[src/rtl/prog_tick_pkg.sv]
// Shared types for the programmable tick generator: channel run state and mode encoding.
package prog_tick_pkg;

   typedef enum logic {
      MODE_FREE    = 1'b0,
      MODE_ONESHOT = 1'b1
   } mode_e;

   typedef enum logic {
      ST_IDLE = 1'b0,
      ST_RUN  = 1'b1
   } state_e;

endpackage

[src/rtl/tick_channel.sv]
// One tick channel: a runtime-modulus counter with a shadowed period.
// The period only changes at a wrap or while the channel is idle.
module tick_channel
   import prog_tick_pkg::*;
#(
   parameter int W          = 26,
   parameter int PERIOD_RST = 3
) (
   input  logic         clk,
   input  logic         reset_n,
   input  logic         en,
   input  logic         oneshot,
   input  logic         start,
   input  logic         load,
   input  logic [W-1:0] period,
   output logic         tick,
   output logic         busy,
   output logic [W-1:0] count
);

   typedef logic [W-1:0] cnt_t;

   localparam cnt_t RST_PERIOD = cnt_t'(PERIOD_RST);

   state_e state, state_nxt;
   cnt_t   count_q, count_nxt;
   cnt_t   shadow, shadow_nxt;
   cnt_t   active, active_nxt;
   cnt_t   reload;
   logic   tick_q, tick_nxt;
   logic   wrap;
   mode_e  mode;

   assign mode = mode_e'(oneshot);

   // A load on the same edge as a wrap or while idle bypasses the shadow,
   // so the new period is taken directly rather than the stale shadow value.
   always_comb begin
      reload     = load ? period : shadow;
      wrap       = (state == ST_RUN) && (count_q == active);
      state_nxt  = state;
      count_nxt  = count_q;
      tick_nxt   = 1'b0;
      shadow_nxt = reload;
      active_nxt = active;
      if (!en) begin
         state_nxt  = ST_IDLE;
         count_nxt  = '0;
         active_nxt = reload;
      end else begin
         case (state)
            ST_IDLE: begin
               count_nxt  = '0;
               active_nxt = reload;
               if (mode == MODE_FREE || start) begin
                  state_nxt = ST_RUN;
               end
            end
            ST_RUN: begin
               if (wrap) begin
                  count_nxt  = '0;
                  tick_nxt   = 1'b1;
                  active_nxt = reload;
                  if (mode == MODE_ONESHOT) begin
                     state_nxt = ST_IDLE;
                  end
               end else begin
                  count_nxt = count_q + cnt_t'(1);
               end
            end
            default: begin
               state_nxt = ST_IDLE;
               count_nxt = '0;
            end
         endcase
      end
   end

   always_ff @(posedge clk or negedge reset_n) begin
      if (!reset_n) begin
         state   <= ST_IDLE;
         count_q <= '0;
         tick_q  <= 1'b0;
         shadow  <= RST_PERIOD;
         active  <= RST_PERIOD;
      end else begin
         state   <= state_nxt;
         count_q <= count_nxt;
         tick_q  <= tick_nxt;
         shadow  <= shadow_nxt;
         active  <= active_nxt;
      end
   end

   assign tick  = tick_q;
   assign busy  = (state == ST_RUN);
   assign count = count_q;

endmodule

[src/rtl/prog_tick_gen.sv]
// Multi-channel programmable tick generator: N_CH independent tick channels
// sharing one clock, with periods and counts packed W bits per channel.
module prog_tick_gen
   import prog_tick_pkg::*;
#(
   parameter int N_CH       = 2,
   parameter int W          = 26,
   parameter int PERIOD_RST = 3
) (
   input  logic              clk,
   input  logic              reset_n,
   input  logic [N_CH-1:0]   en,
   input  logic [N_CH-1:0]   oneshot,
   input  logic [N_CH-1:0]   start,
   input  logic [N_CH-1:0]   load,
   input  logic [N_CH*W-1:0] period,
   output logic [N_CH-1:0]   tick,
   output logic [N_CH-1:0]   busy,
   output logic [N_CH*W-1:0] count
);

   for (genvar i = 0; i < N_CH; i++) begin : g_ch
      tick_channel #(
         .W          (W),
         .PERIOD_RST (PERIOD_RST)
      ) u_ch (
         .clk     (clk),
         .reset_n (reset_n),
         .en      (en[i]),
         .oneshot (oneshot[i]),
         .start   (start[i]),
         .load    (load[i]),
         .period  (period[i*W +: W]),
         .tick    (tick[i]),
         .busy    (busy[i]),
         .count   (count[i*W +: W])
      );
   end

endmodule

[config.mk]
export PLATFORM = sky130hd
export DESIGN_NAME = prog_tick_gen
export DESIGN_NICKNAME = d
export VERILOG_FILES = /design/src/rtl/prog_tick_pkg.sv /design/src/rtl/tick_channel.sv /design/src/rtl/prog_tick_gen.sv
export SDC_FILE = /design/constraint.sdc
export NUM_CORES = 1
export LEC_CHECK = 0
export BUFFER_PORTS_ARGS = -buffer_cell sky130_fd_sc_hd__buf_2
export CAP_MARGIN = 10
export CELL_PAD_IN_SITES_DETAIL_PLACEMENT = 0
export CELL_PAD_IN_SITES_GLOBAL_PLACEMENT = 2
export CORE_UTILIZATION = 30
export DETAILED_ROUTE_END_ITERATION = 8
export GPL_ROUTABILITY_DRIVEN = 0
export PLACE_DENSITY = 0.7
export SYNTH_ARGS = -nofsm -noshare
export SYNTH_HDL_FRONTEND = slang
export SYNTH_HIERARCHICAL = 1
export SYNTH_SLANG_ARGS = --single-unit
export TNS_END_PERCENT = 5
[constraint.sdc]
create_clock -name clk -period 3.19 [get_ports clk]
set_clock_uncertainty 0.2 [all_clocks]
set_input_delay 0.319 -clock clk [delete_from_list [all_inputs] [get_ports clk]]
set_output_delay 0.319 -clock clk [all_outputs]
set_load 0.005 [all_outputs]
==> results.toml, run 1 <==
[outcome]
outcome = "finished, final reports clean"

[clock_tree]
clk_pin_slew_ps = 70
clk_latency_ps = 430
clock-sinks = 160
numCtsBuffers = 17
clk_path_buf_depth = 2
cts_resized = 0
cts_max_level = 4
root_buffer = "clkbuf_16"
cts_tree = "built"

[cells_and_area]
final_nets = 798
syn_to_final_growth_pct = 28.9
final_cell_area_mm2 = 0.00951
n_antenna_cell = 0
final_cell_mix = "dfrtp_1 (152), buf_2 (116), xor2_1 (80), nor2_1 (60), mux2_2 (60)"
fin_cells = 1071
fillers = 2329
final_common_cell = "dfrtp_1"
final_util_pct = 39.3
drive_gt1_share_pct = 36.9

[grt]
grt_pass1_vias = 4993
grt_max_degree = 100
grt_overflow_total = 0
grt_pass1_wl_mm = 29.0
antenna_found_initial = 0
grt_usage_pct = 14.9

[synth]
yosysWarnings = 6
synth_area_mm2 = 0.00737
synth_seq_area_share_pct = 54.4
ys_seq_elements = 160
synth_fp_nets = 618
synth.distinct_cells = 31
syn_inst = 554
avgSynthCellArea_um2 = 13.3

[route]
wl_mm = 17.7
wire_per_inst_um = 16.5
vias = 4746
drtAntennaViolNets = 0
vias_per_cell = 4.43
drc = 0
first_pass_iters = 4
drt_iter0_drc = 222

[timing]
setup_viol = 0
setup_ws_ps = 552
relSlewSlack_pct = 38.9
clock.fmax_ghz = 0.379
finalSetupTns_ps = 0
slew_violations = 0
hold_viol = 0
period_share_pct = 82.7
rsz0062_at_grt = "no"
post-route-min-period_ps = 2640
worst_pin_slew_ps = 908

[pwr]
power.internal_mw = 3.91
power_frac_clock_pct = 43.9
power_density_mw_per_mm2 = 538
p_leak_nw = 4.37
p_seq_share_pct = 45.0
p_sw_mw = 1.21
switching_share_pct = 23.6
p_comb_share_pct = 11.1
peakVddDrop_mv = 0.247

[place]
port-buffer-count = 117
placed_area_mm2 = 0.00828
dp_hpwl_mm = 12.4
dp_cells = 981
place_ws_ps = 546

[critical_path]
start_kind = "flop"
cp_max_fo = 52
r2r_slack_ps = 550
critPathCaptureType = "flop"
required_ps = 3310
crit_type = "reg -> reg"
arrival_ps = 2750

[die]
core-area_mm2 = 0.0242
die_h_um = 159
rows = 57
die-width_um = 159
start_util_pct = 30.5
die_area_mm2 = 0.0252
io_pins = 118

[worst_hold_path]
hp-class = "in -> reg"

[flow_run]
maxCapViolCount = 0
==> final cells by class <==
type,count,area [µm²],area share [%]
inverters,6,22.5,0.237
multi-input cells,366,3160,33.2
repair buffers,183,1260,13.2
clock buffers,20,437,4.59
well taps,324,405,4.26
clock inverters,12,209,2.20
flip-flops and latches,160,4010,42.2
==> through the flow <==
stage                     hold slack (ps)  total power [mW]
final                                24.2              5.12
after detailed placement             84.4              2.85
after CTS                            16.7              5.18
after global routing                 28.3              5.34
after floorplan                      -177              2.66
after global placement               76.4              2.84
==> critical path, cell delays in order, from the launching register on <==
cell and delay (ps):
dfrtp_1 460, xor2_1 210, nor4_2 380, nand4_1 240, o311ai_4 300, buf_12 340
mux2_2 370
==> Yosys cell counts, drive strengths merged <==
cell type	number	area [µm²]
a211oi	2	15.0
and3	4	25.0
and4	8	70.1
buf	16	153
clkbuf	6	22.5
dfrtp	152	3800
dfstp	8	210
ha	2	25.0
inv	6	22.5
mux2	104	1320
nand2	14	57.6
nand3	24	120
nand3b	2	15.0
nand4	20	125
nand4b	2	17.5
nor2	60	225
nor3	4	20.0
nor3b	2	15.0
nor4	14	168
o311ai	2	52.6
or3	2	12.5
xnor2	20	175
xor2	80	701
==> metal layers <==
metal / routed length (µm) / track usage [%] / part of all wire, %
met1: 8950 / 21.5 / 51
met2: 7680 / 21.5 / 43
met3: 675 / 3.11 / 3.8
met4: 379 / 6.27 / 2.1
met5: 0 / 0 / 0
==> power groups by stage <==
stage	registers (mW)	clock network, mW	logic (mW)
2_1_floorplan	2.30	0	0.365
4_1_cts	2.30	2.30	0.576
6_report	2.30	2.25	0.566
3_3_place_gp	2.33	0	0.507
3_5_place_dp	2.34	0	0.518
5_1_grt	2.32	2.40	0.622
==> kinds of logic (layout without fill, tap and decap cells) <==
group,after synthesis,in the layout,synth area share (%)
xor gates and xnor gates,100,100,11.9
muxes,104,104,17.9
and+or+nand+nor,156,156,11.8
buffers and inverters,28,221,2.68
adders and majority gates,2,2,0.339
AOI/OAI and AO/OA,4,4,0.916
DFF,160,160,54.4
==> final timing paths <==
kind                                                         from                                  end  depth (start not counted)
worst max-delay path              g_ch[0].u_ch/count[3]$_DFF_PN0_  g_ch[0].u_ch/active[25]$_DFFE_PN0P_                          6
worst min-delay path                                        en[1]          g_ch[1].u_ch/tick$_DFF_PN0_                          3
worst max register to register    g_ch[0].u_ch/count[3]$_DFF_PN0_  g_ch[0].u_ch/active[25]$_DFFE_PN0P_                          6
worst min register to register  g_ch[0].u_ch/shadow[24]$_DFF_PN0_    g_ch[0].u_ch/shadow[24]$_DFF_PN0_                          1
max in group asynchronous                                 reset_n  g_ch[1].u_ch/active[19]$_DFFE_PN0P_                          3
min in group asynchronous                                 reset_n     g_ch[0].u_ch/shadow[5]$_DFF_PN0_                          2
==> timing repair <==
item / CTS / global route
endpoints found under the hold margin: 98 / 0
hold buffers: 58 / 0
setup endpoints to repair: 0 / 0
setup buffers: 0 / 0
==> flip-flops by register name, indices dropped and copies added (netlist names) <==
name,cells
g_ch.u_ch/shadow,52
g_ch.u_ch/count,52
g_ch.u_ch/active,52
g_ch.u_ch/tick,2
g_ch.u_ch/busy,2
Power figures use the tool's default switching activity.
==> run 2, diff against run 1 <==
Settings changed: ABC_AREA set to 1, PLACE_DENSITY 0.7 to 0.78.
Clock period 3.19 ns to 2.6 ns, I/O delays scaled along.
==> run 2 against run 1 <==
Effect of this change: design area increased by 6.4%; highest routed layer unchanged; die area increased by 7.3%; sequential share of layout area shrank 2.5 points; clock power up 19%; total power is 20% higher; final cell count rose by 40%; critical endpoint is now g_ch[1].u_ch/busy$_DFF_PN0_; count of clock-buffer cells in the layout down 3; critical path depth is 4 higher.
==> results.toml, run 2 <==
[die]
io_pins = 118
start_util_pct = 30.5
core-area_mm2 = 0.0260
die-width_um = 164
rows = 59
die_area_mm2 = 0.0270
die_h_um = 164

[cells_and_area]
drive_gt1_share_pct = 20.1
fillers = 2728
final_cell_mix = "nand2_1 (324), dfrtp_1 (152), nor2_1 (124), buf_2 (116), inv_1 (112)"
final_nets = 1213
syn_to_final_growth_pct = 27.7
final_common_cell = "nand2_1"
final_util_pct = 38.9
n_antenna_cell = 0

[synth]
yosysTopAreaCell = "dfrtp_1"
synth_seq_area_share_pct = 50.7
synthFlopType = "dfrtp_1"
yosys.area_share.simple_pct = 28.8
synth-edff-count = 0
synth_top_family_by_area = "simple AND/OR/NAND/NOR gates"
syn_inst = 970
synth.most_common_cell = "nand2_1"
synth_top_area_share_pct = 48.0
ys_top_cells_by_area = "dfrtp_1 (48%), nand2_1 (15%), mux2_2 (7.4%), nor2_1 (5.9%), inv_1 (5.3%)"
synthTopCellsByCount = "nand2_1 (324), dfrtp_1 (152), nor2_1 (124)"
synth.mux.area_fraction_pct = 7.40
ys_seq_elements = 160
synthAdderAreaFrac_pct = 0.316
synth_area_mm2 = 0.00792
ys_async_sr_fraction_pct = 100
synth_fp_nets = 1034
yosysWarnings = 6
avgSynthCellArea_um2 = 8.16
synth_compound_area_share_pct = 0.853
synth.distinct_cells = 26
synth-xor-area-share_pct = 4.20

[pwr]
peakVddDrop_mv = 0.332
power_density_mw_per_mm2 = 609
p_sw_mw = 1.62
power_frac_clock_pct = 43.5
switching_share_pct = 26.2
p_comb_share_pct = 11.0
p_leak_nw = 4.93
p_seq_share_pct = 45.6
power.internal_mw = 4.54

[timing]
setup_ws_ps = 358
finalSetupTns_ps = 0
clock.fmax_ghz = 0.446
worst_pin_slew_ps = 725
rsz0062_at_grt = "no"
setup_viol = 0
relSlewSlack_pct = 51.7
post-route-min-period_ps = 2240
hold_viol = 0
slew_violations = 0
period_share_pct = 86.2

[grt]
grt_usage_pct = 17.2
grt_pass1_vias = 6255
grt_overflow_total = 0
antenna_found_initial = 0
grt_pass1_wl_mm = 35.2
grt_max_degree = 67

[critical_path]
cp_max_fo = 4
required_ps = 2710
critPathCaptureType = "flop"
r2r_slack_ps = 360
rr_startpoint = "g_ch[1].u_ch/count[22]$_DFF_PN0_"
crit_end = "g_ch[1].u_ch/busy$_DFF_PN0_"
cp-startpoint = "g_ch[1].u_ch/count[22]$_DFF_PN0_"
rr_worst_depth = 10
arrival_ps = 2350
start_kind = "flop"
regToRegEndpoint = "g_ch[1].u_ch/busy$_DFF_PN0_"
crit_type = "reg -> reg"

[place]
dp_hpwl_mm = 15.7
place_ws_ps = 473
port-buffer-count = 117

[route]
drc = 0
wire_per_inst_um = 14.8
vias_per_cell = 4.33
drtAntennaViolNets = 0
drt_iter0_drc = 359
vias = 6481
first_pass_iters = 4
wl_mm = 22.1

[clock_tree]
numCtsBuffers = 17
clk_latency_ps = 430
clk_path_buf_depth = 2
root_buffer = "clkbuf_16"
clk_pin_slew_ps = 70
cts_tree = "built"
post_cts_buffers = 0
clock-sinks = 160
cts_max_level = 4

[flow_run]
maxCapViolCount = 0

[worst_hold_path]
hp-class = "in -> async"

[outcome]
outcome = "finished, final reports clean"
-- run 2: cell count changes after synthesis, sizes merged, moves of 20 or more --
| cell | before | now |
|---|---|---|
| inv | 6 | 118 |
| mux2 | 104 | 52 |
| nand2 | 14 | 328 |
| nand3 | 24 | 74 |
| nor2 | 60 | 126 |
| nor3 | 4 | 24 |
| xor2 | 80 | 30 |
-- run 2: kinds of logic (layout without fill, tap and decap cells) --
| group | count (synthesis) | in the layout |
|---|---|---|
| flip-flops | 160 | 160 |
| XOR/XNOR | 38 | 38 |
| adder cells (fa/ha/maj) | 2 | 2 |
| multiplexers | 52 | 52 |
| AO/OA/AOI/OAI | 12 | 12 |
| buffers and inverters | 146 | 338 |
| AND/OR/NAND/NOR | 560 | 560 |
-- run 2: what timing repair did --
action                    CTS  global route
hold buffers               60             0
gates resized for setup     0             0
hold endpoints to repair  258             0
-- run 2: power groups by stage --
stage | clock network, mW | logic, mW | registers, mW
final | 2.68 | 0.676 | 2.81
after global routing | 2.86 | 0.780 | 2.83
after CTS | 2.75 | 0.691 | 2.81
after detailed placement | 0 | 0.616 | 2.86
after global placement | 0 | 0.610 | 2.85
after floorplan | 0 | 0.403 | 2.81
-- run 2: per-layer routing --
| metal | vias up | routed length, µm | track usage [%] |
|---|---|---|---|
| met5 | - | 0 | 0 |
| met4 | 0 | 225 | 4.88 |
| met3 | 15 | 735 | 2.34 |
| met2 | 104 | 9180 | 23.9 |
| met1 | 3014 | 12000 | 27.1 |
| li1 | 3348 | - | - |
-- run 2: cell type report --
| type | count | area (µm²) | share of cell area [%] |
|---|---|---|---|
| multi-input combinational | 664 | 3290 | 32.6 |
| tap | 335 | 419 | 4.14 |
| sequential | 160 | 4010 | 39.7 |
| inverter | 118 | 443 | 4.38 |
| clock buffer | 17 | 425 | 4.21 |
| clock inverter | 15 | 194 | 1.92 |
| timing repair buffer | 188 | 1330 | 13.1 |
-- run 2: worst min-delay path by stage --
| stage | slack, ps | from | endpoint | cells past startpoint |
|---|---|---|---|---|
| finish | 170 | reset_n | g_ch[1].u_ch/active[22]$_DFFE_PN0P_ | 3 |
| global route | 210 | reset_n | g_ch[1].u_ch/active[22]$_DFFE_PN0P_ | 3 |
| CTS | 190 | reset_n | g_ch[1].u_ch/active[22]$_DFFE_PN0P_ | 3 |
| detailed placement | -140 | reset_n | g_ch[1].u_ch/shadow[24]$_DFF_PN0_ | 1 |
| global placement | -140 | reset_n | g_ch[1].u_ch/shadow[22]$_DFF_PN0_ | 1 |
| floorplan | -240 | reset_n | g_ch[0].u_ch/active[10]$_DFFE_PN0P_ | 0 |
-- run 2: critical path, cell delays in order (launching register included) --
cell	delay, ps
dfrtp_1	410
inv_1	90
nand2_1	60
nand2_1	40
nor2_1	200
nand2_1	100
nor2_1	90
nand2_1	100
o21bai_1	200
a21oi_1	90
dlygate4sd3_1	550
-- run 2: through the flow --
step / std cells / cell area (µm²) / hold WS [ps] / power [mW]
after floorplan: 970 / 7920 / -236 / 3.21
after global placement: 1405 / 8890 / -143 / 3.46
after detailed placement: 1405 / 8890 / -144 / 3.47
after CTS: 1497 / 10100 / 185 / 6.25
after global routing: 1497 / 10100 / 213 / 6.47
final: 1497 / 10100 / 166 / 6.16
==> run 3, diff against run 2 <==
==> constraint.sdc (replaced) <==
create_clock -name clk -period 2.6 [get_ports clk]
set_clock_uncertainty 0.2 [all_clocks]
set_input_delay 0.52 -clock clk [delete_from_list [all_inputs] [get_ports clk]]
set_output_delay 0.52 -clock clk [all_outputs]
set_load 0.005 [all_outputs]
==> run 3 against run 2 <==
Effect of this change: clock power shrank 4%; sequential power about the same; maximum frequency rose by 3.0%; total power decreased by 2.7%; register-to-register slack better by 70 ps; critical path type unchanged; critical endpoint is now g_ch[0].u_ch/count[20]$_DFF_PN0_; highest routed layer is now met5.
==> results.toml, run 3 (same netlist as run 2, synthesis figures left out) <==
[grt]
grt_max_degree = 49
antenna_found_initial = 2
grt_overflow_total = 0
grt_pass1_wl_mm = 34.3
grt_pass1_vias = 5942
grt_usage_pct = 16.7

[timing]
worst_pin_slew_ps = 644
post-route-min-period_ps = 2180
finalSetupTns_ps = 0
setup_viol = 0
rsz0062_at_grt = "no"
period_share_pct = 83.7
hold_viol = 0
relSlewSlack_pct = 57.1
slew_violations = 0
clock.fmax_ghz = 0.460

[critical_path]
start_kind = "flop"
crit_type = "reg -> reg"
cp_max_fo = 5
critPathCaptureType = "flop"
required_ps = 2690
arrival_ps = 2270

[route]
first_pass_iters = 4
drt_iter0_drc = 352
vias = 6309
vias_per_cell = 4.38
drc = 0
drtAntennaViolNets = 0
wl_mm = 21.5
wire_per_inst_um = 14.9

[die]
die-width_um = 164
io_pins = 118
die_h_um = 164
start_util_pct = 30.5
rows = 59
core-area_mm2 = 0.0260
die_area_mm2 = 0.0270

[cells_and_area]
fin_cells = 1441
final_util_pct = 36.6
final_cell_mix = "nand2_1 (324), dfrtp_1 (152), nor2_1 (124), buf_2 (116), inv_1 (112)"
syn_to_final_growth_pct = 20.3
final_common_cell = "nand2_1"
final_nets = 1156
seq_area_mm2 = 0.00401
drive_gt1_share_pct = 21.4
fillers = 2758
multi_input_area_mm2 = 0.00329
final_cell_area_mm2 = 0.00952

[clock_tree]
clock-sinks = 160
cts_max_level = 4
clk_path_buf_depth = 2
numCtsBuffers = 17
post_cts_buffers = 0
cts_tree = "built"
root_buffer = "clkbuf_16"
clk_latency_ps = 420
clk_pin_slew_ps = 70

[pwr]
peakVddDrop_mv = 0.353
p_leak_nw = 4.68
power_density_mw_per_mm2 = 629
p_total_mw = 5.99

[place]
dp_cells = 1407
placed_area_mm2 = 0.00891
port-buffer-count = 117
dp_hpwl_mm = 15.7

[flow_run]
maxCapViolCount = 0

[worst_hold_path]
hp-class = "in -> reg"

[outcome]
outcome = "finished, final reports clean"
==> run 3: changes by cell type in the layout (fill, tap and decap cells not counted), sizes merged <==
cell / before / now
clkinvlp: 2 / 3
diode: 0 / 1
bufinv: 3 / 2
buf: 128 / 130
inv: 126 / 124
clkbuf: 17 / 19
dlygate4sd3: 60 / 1
==> run 3: repair_timing <==
| action | in CTS | in global routing |
|---|---|---|
| hold endpoints to repair | 43 | 0 |
| hold buffers | 1 | 0 |
| gates resized for setup | 0 | 0 |
==> run 3: metrics by stage <==
step / setup WS [ps] / hold WS, ps
floorplan: 857 / 24.4
global placement: 455 / 281
detailed placement: 456 / 286
CTS: 421 / 48.3
global route: 235 / 64.3
finish: 424 / 80.2
==> run 3: worst paths after layout <==
kind                            cells after the start                            endpoint  slack [ps]                          startpoint
min in group asynchronous                           2   g_ch[1].u_ch/shadow[24]$_DFF_PN0_         400                             reset_n
worst max register to register                      7    g_ch[0].u_ch/count[20]$_DFF_PN0_         420     g_ch[0].u_ch/count[0]$_DFF_PN0_
worst min register to register                      2  g_ch[1].u_ch/active[1]$_DFFE_PN1P_         300  g_ch[1].u_ch/active[1]$_DFFE_PN1P_
worst max-delay path                                7    g_ch[0].u_ch/count[20]$_DFF_PN0_         420     g_ch[0].u_ch/count[0]$_DFF_PN0_
worst min-delay path                                2         g_ch[1].u_ch/busy$_DFF_PN0_          80                          oneshot[1]
max in group asynchronous                           3    g_ch[0].u_ch/shadow[0]$_DFF_PN1_        1100                             reset_n
==> run 3: worst max-delay path: stages (launching register included) <==
cell and delay (ps):
dfrtp_1 460, ha_1 220, nand2_1 100, nor3_2 290, nand2_1 230, nor3_1 270
xor2_1 210, nor2_1 60
==> run 3: per-layer routing <==
metal  wire (µm)  GRT usage [%]  part of all wire, %  vias up
met4         224           4.75                  1.0        2
met2        8740           22.9                   41      102
li1            -              -                    -     3246
met3         880           2.81                  4.1       19
met5           8              0                0.037        -
met1       11600           26.4                   54     2940
==> run 3: area by class of cell <==
class | instances | area share (%)
flip-flops and latches | 160 | 42.1
multi-input cells | 664 | 34.6
repair buffers | 131 | 7.87
clock buffers | 19 | 4.76
inverters | 118 | 4.65
well taps | 335 | 4.40
clock inverters | 13 | 1.56
diodes | 1 | 0.0263
==> run 3: power breakdown <==
part | internal (mW) | switching, mW
logic | 0.257 | 0.349
registers | 2.69 | 0.120
clock network | 1.49 | 1.09
